===== src/rtl/song_sequencer.sv =====
// Song ROM sequencer: fetches {note, duration} entries, strobes them into the note player,
// and handles play/pause, song select and end-of-song. Define SONG_LOOP_EN to loop songs instead of stopping.
module song_sequencer #(
    parameter int NOTE_W    = 6,
    parameter int DUR_W     = 6,
    parameter int SONG_BITS = 2,
    parameter int IDX_BITS  = 5
) (
    input  logic                          clk,
    input  logic                          reset,
    input  logic                          play_button,
    input  logic                          next_song,
    output logic [SONG_BITS+IDX_BITS-1:0] rom_addr,
    input  logic [NOTE_W+DUR_W-1:0]       rom_dout,
    input  logic                          done_with_note,
    output logic                          play_enable,
    output logic                          load_new_note,
    output logic [NOTE_W-1:0]             note_to_load,
    output logic [DUR_W-1:0]              duration_to_load,
    output logic [SONG_BITS-1:0]          current_song,
    output logic                          song_done
);

    typedef enum logic [2:0] {
        IDLE, FETCH, LOAD, SETTLE, WAIT_DONE, NEXT, SONG_DONE
    } state_t;

`ifdef SONG_LOOP_EN
    localparam bit LOOP = 1'b1;
`else
    localparam bit LOOP = 1'b0;
`endif

    localparam logic [IDX_BITS-1:0] IDX_LAST = '1;

    state_t                 state, state_nxt;
    logic [SONG_BITS-1:0]   song, song_nxt;
    logic [IDX_BITS-1:0]    idx, idx_nxt;
    logic                   pe, pe_nxt;
    logic                   strobe;

    always_ff @(posedge clk or negedge reset) begin
        if (!reset) begin
            state <= IDLE;
            song  <= '0;
            idx   <= '0;
            pe    <= 1'b0;
        end else begin
            state <= state_nxt;
            song  <= song_nxt;
            idx   <= idx_nxt;
            pe    <= pe_nxt;
        end
    end

    always_comb begin
        state_nxt = state;
        song_nxt  = song;
        idx_nxt   = idx;
        pe_nxt    = pe;
        strobe    = 1'b0;
        if (next_song) begin
            song_nxt  = song + 1'b1;
            idx_nxt   = '0;
            pe_nxt    = 1'b0;
            state_nxt = IDLE;
        end else begin
            case (state)
                IDLE, SONG_DONE: begin
                    if (play_button) begin
                        state_nxt = FETCH;
                        pe_nxt    = 1'b1;
                    end
                end
                default: begin
                    // A press while running only toggles pause; the FSM advances only when unpaused.
                    if (play_button) begin
                        pe_nxt = !pe;
                    end else if (pe) begin
                        case (state)
                            FETCH: state_nxt = LOAD;
                            LOAD: begin
                                if (duration_to_load == '0) begin
                                    idx_nxt   = '0;
                                    state_nxt = LOOP ? FETCH : SONG_DONE;
                                    pe_nxt    = LOOP;
                                end else begin
                                    strobe    = 1'b1;
                                    state_nxt = SETTLE;
                                end
                            end
                            SETTLE: state_nxt = WAIT_DONE;
                            WAIT_DONE: begin
                                if (done_with_note) state_nxt = NEXT;
                            end
                            NEXT: begin
                                if (idx == IDX_LAST) begin
                                    idx_nxt   = '0;
                                    state_nxt = LOOP ? FETCH : SONG_DONE;
                                    pe_nxt    = LOOP;
                                end else begin
                                    idx_nxt   = idx + 1'b1;
                                    state_nxt = FETCH;
                                end
                            end
                            default: state_nxt = state;
                        endcase
                    end
                end
            endcase
        end
    end

    assign rom_addr         = {song, idx};
    assign note_to_load     = rom_dout[NOTE_W+DUR_W-1:DUR_W];
    assign duration_to_load = rom_dout[DUR_W-1:0];
    assign load_new_note    = strobe;
    assign play_enable      = pe;
    assign current_song     = song;
    assign song_done        = (state == SONG_DONE);

endmodule


===== config.mk =====
export PLATFORM = sky130hd
export DESIGN_NAME = song_sequencer
export DESIGN_NICKNAME = d
export VERILOG_FILES = /design/src/rtl/song_sequencer.sv
export SDC_FILE = /design/constraint.sdc
export NUM_CORES = 1
export LEC_CHECK = 0
export BUFFER_PORTS_ARGS = -buffer_cell sky130_fd_sc_hd__buf_2
export CORE_MARGIN = 1.5
export CORE_UTILIZATION = 49
export CTS_CLUSTER_DIAMETER = 150
export CTS_CLUSTER_SIZE = 30
export DETAILED_ROUTE_END_ITERATION = 10
export GPL_TIMING_DRIVEN = 0
export PLACE_DENSITY = 0.89
export SYNTH_ARGS = -nofsm -noshare
export SYNTH_HDL_FRONTEND = slang
export SYNTH_SLANG_ARGS = --single-unit

===== constraint.sdc =====
create_clock -name clk -period 4.91 [get_ports clk]
set_input_delay 0.982 -clock clk [delete_from_list [all_inputs] [get_ports clk]]
set_output_delay 0.982 -clock clk [all_outputs]
set_load 0.02 [all_outputs]

==> out/metrics.cfg <==
[status]
status = finished clean

[layout]
final_util = 0.642
antenna_cells = 0
final_cells = 152
layout.nets = 155
fillers = 144
register_area_um2 = 275
layout-drive-gt1-share = 0.444
multi_input_area_um2 = 442
area_growth_pct = 25.1

[logic_synthesis]
syn_nets = 116
synth.distinct_cells = 39
synth_edf_count = 0
ys_seq_elements = 11
muxShareOfSynthArea = 0.0115
syn_inst = 97
seq_area_frac_synth = 0.317
synth_top_family_by_area = simple AND/OR/NAND/NOR gates
yosys.area_share.simple = 0.268
yosysWarnings = 0
synth_adder_area_share = 0.0289
yosysTopAreaCellShare = 0.317
ys_top_cells_by_area = dfrtp_1, buf_4, nand2_1
syn_avg_cell_area_um2 = 8.94
synth_xor_area_frac = 0.0404
synth_top_area_cell = dfrtp_1
synthFlopType = dfrtp_1
synthArstFlopShare = 1.00
synth.cell_area_um2 = 867
synth-compound-area-share = 0.160

[sta]
hold_slack_ps = 494
rsz0062_at_grt = false
skew_ps = 3.07
slew_violations = 0
hold_viol = 0
tightestPinTransition_ps = 518
finalSetupTns_ps = 0
final-setup-viol-count = 0
period_needed_ps = 2910
relSlewSlack = 0.651
period_share = 0.593
fmax_ghz = 0.344

[placement]
gp_congestion = 0.822
io_buffers = 34
hpwlAfterDp_um = 1410
dp_cells = 148

[die]
core_area_um2 = 1690
die_h_um = 45.1
num_rows = 15
io-pin-count = 41
die_w_um = 45.1
dieArea_um2 = 2030
initial_core_util = 0.513

[route]
drcViolationCount = 0
dr_total_vias = 801
avgViaCountPerCell = 5.27
firstDrtPassIters = 4
wl_met1_um = 736
wirelength_um = 1750
drt.antenna.violating_nets = 0
wl_met3_um = 87
met2_length_um = 912
drt_iter0_drc = 10
avgRoutedWirePerCell_um = 11.5
top_layer_used = met4

[cts]
cts.sinks = 11
clock_latency_ps = 270
clk_pin_slew_worst_paths_ps = 60
cts_tree = yes
cts_resized = 0
cts_root_buf = clkbuf_4
cts_max_level = 1
cts_made_buffers = 3
clk_path_buf_depth = 2
postCtsSetupBuffers = 0
hold_buffers = 0

[critical_path]
criticalPathCategory = input port to output port
startpoint = rom_dout[1]
crit_slowest_cell = nor4_2
cpPeakStageDelay_ps = 410
worstSetupEndpointType = output port
r2r_start = idx[0]
cp_data_arrival_time_ps = 1930
crit_fanout = 4
worstPathRequired_ps = 3930
cp-start-kind = input port
cp_cell_sequence = buf_2 > nor4_2 > nand2_1 > and3_1 > buf_2
worst_path_most_repeated_cell = buf_2

[global_routing]
grt_pass1_wl_um = 2590
grt_pass1_vias = 638
antenna_found_initial = 0
overflow = 0
grt_start_max_net_pins = 12
grtUsageTotal = 0.177

[power]
power_uw = 412
ir_worst_vdd_uv = 178
power.density_nw_per_um2 = 380
p_leak_uw = 0.000586

[min_path]
hold_class = register to register
min_from = current_song[1]

[job]
max-cap-violations = 0

where the power goes:
group	internal [uW]	total (uW)	switching (uW)
Sequential	110	129	18.6
Combinational	103	223	120
Clock	31.5	59.9	28.4
critical path: cells and delay by family:
kind	cells	cell delay, ps
buf+inv	2	260
simple gates	3	680
flip-flops by register name, indices dropped and copies added, names as in the netlist:
register / flops
current_song: 2
play_enable: 1
idx: 5
state: 3
logic make-up after synthesis:
family,after synthesis
AND/OR/NAND/NOR,37
AO/OA/AOI/OAI,21
XOR/XNOR,4
adder cells (fa/ha/maj),2
flip-flops,11
buffers and inverters,21
multiplexers,1
cell usage after synthesis, types with 2 or more instances:
cell type / instances
and3_1: 3
inv_1: 3
o21ai_0: 3
a21oi_1: 7
nor2_1: 5
buf_6: 2
xor2_1: 2
xnor2_1: 2
buf_4: 15
a211o_1: 2
nand2_1: 10
dfrtp_1: 11
nand3_1: 4
a31oi_1: 2
ha_1: 2
cell usage in the layout, fill, tap and decap left out, drive strengths merged, types with 3 or more instances in the layout:
cell    instances
a21oi           7
and3            3
buf            51
clkbuf          5
dfrtp          11
inv             3
nand2          10
nand3           4
nor2            5
o21ai           4
routing by layer:
metal,vias up,GRT usage
li1,406,-
met1,364,0.212
met2,28,0.297
met3,3,0.0600
met4,0,0.0529
met5,-,0
path summary, 6_finish.rpt:
kind,cells past startpoint,endpoint,slack (ps)
setup / recovery,5,load_new_note,2000
hold / removal,1,current_song[1],490
setup reg to reg,6,idx[3],3000
hold reg to reg,1,current_song[1],490
max in group asynchronous,1,current_song[1],4140
min in group asynchronous,1,state[0],570
through the flow:
stage / worst slack [ps] / cell area [um^2]
4_1_cts: 1980 / 1080
3_5_place_dp: 2000 / 1060
6_report: 2000 / 1080
2_1_floorplan: 2270 / 867
3_3_place_gp: 2010 / 1060
5_1_grt: 1850 / 1080
area by class of cell:
class / count / share of cell area
tap: 17 / 0.0196
buffer: 18 / 0.128
clock buffer: 4 / 0.0242
sequential: 11 / 0.254
timing repair buffer: 34 / 0.157
inverter: 3 / 0.0104
multi-input combinational: 65 / 0.407
Note: power is estimated with default switching activity, not from simulation.
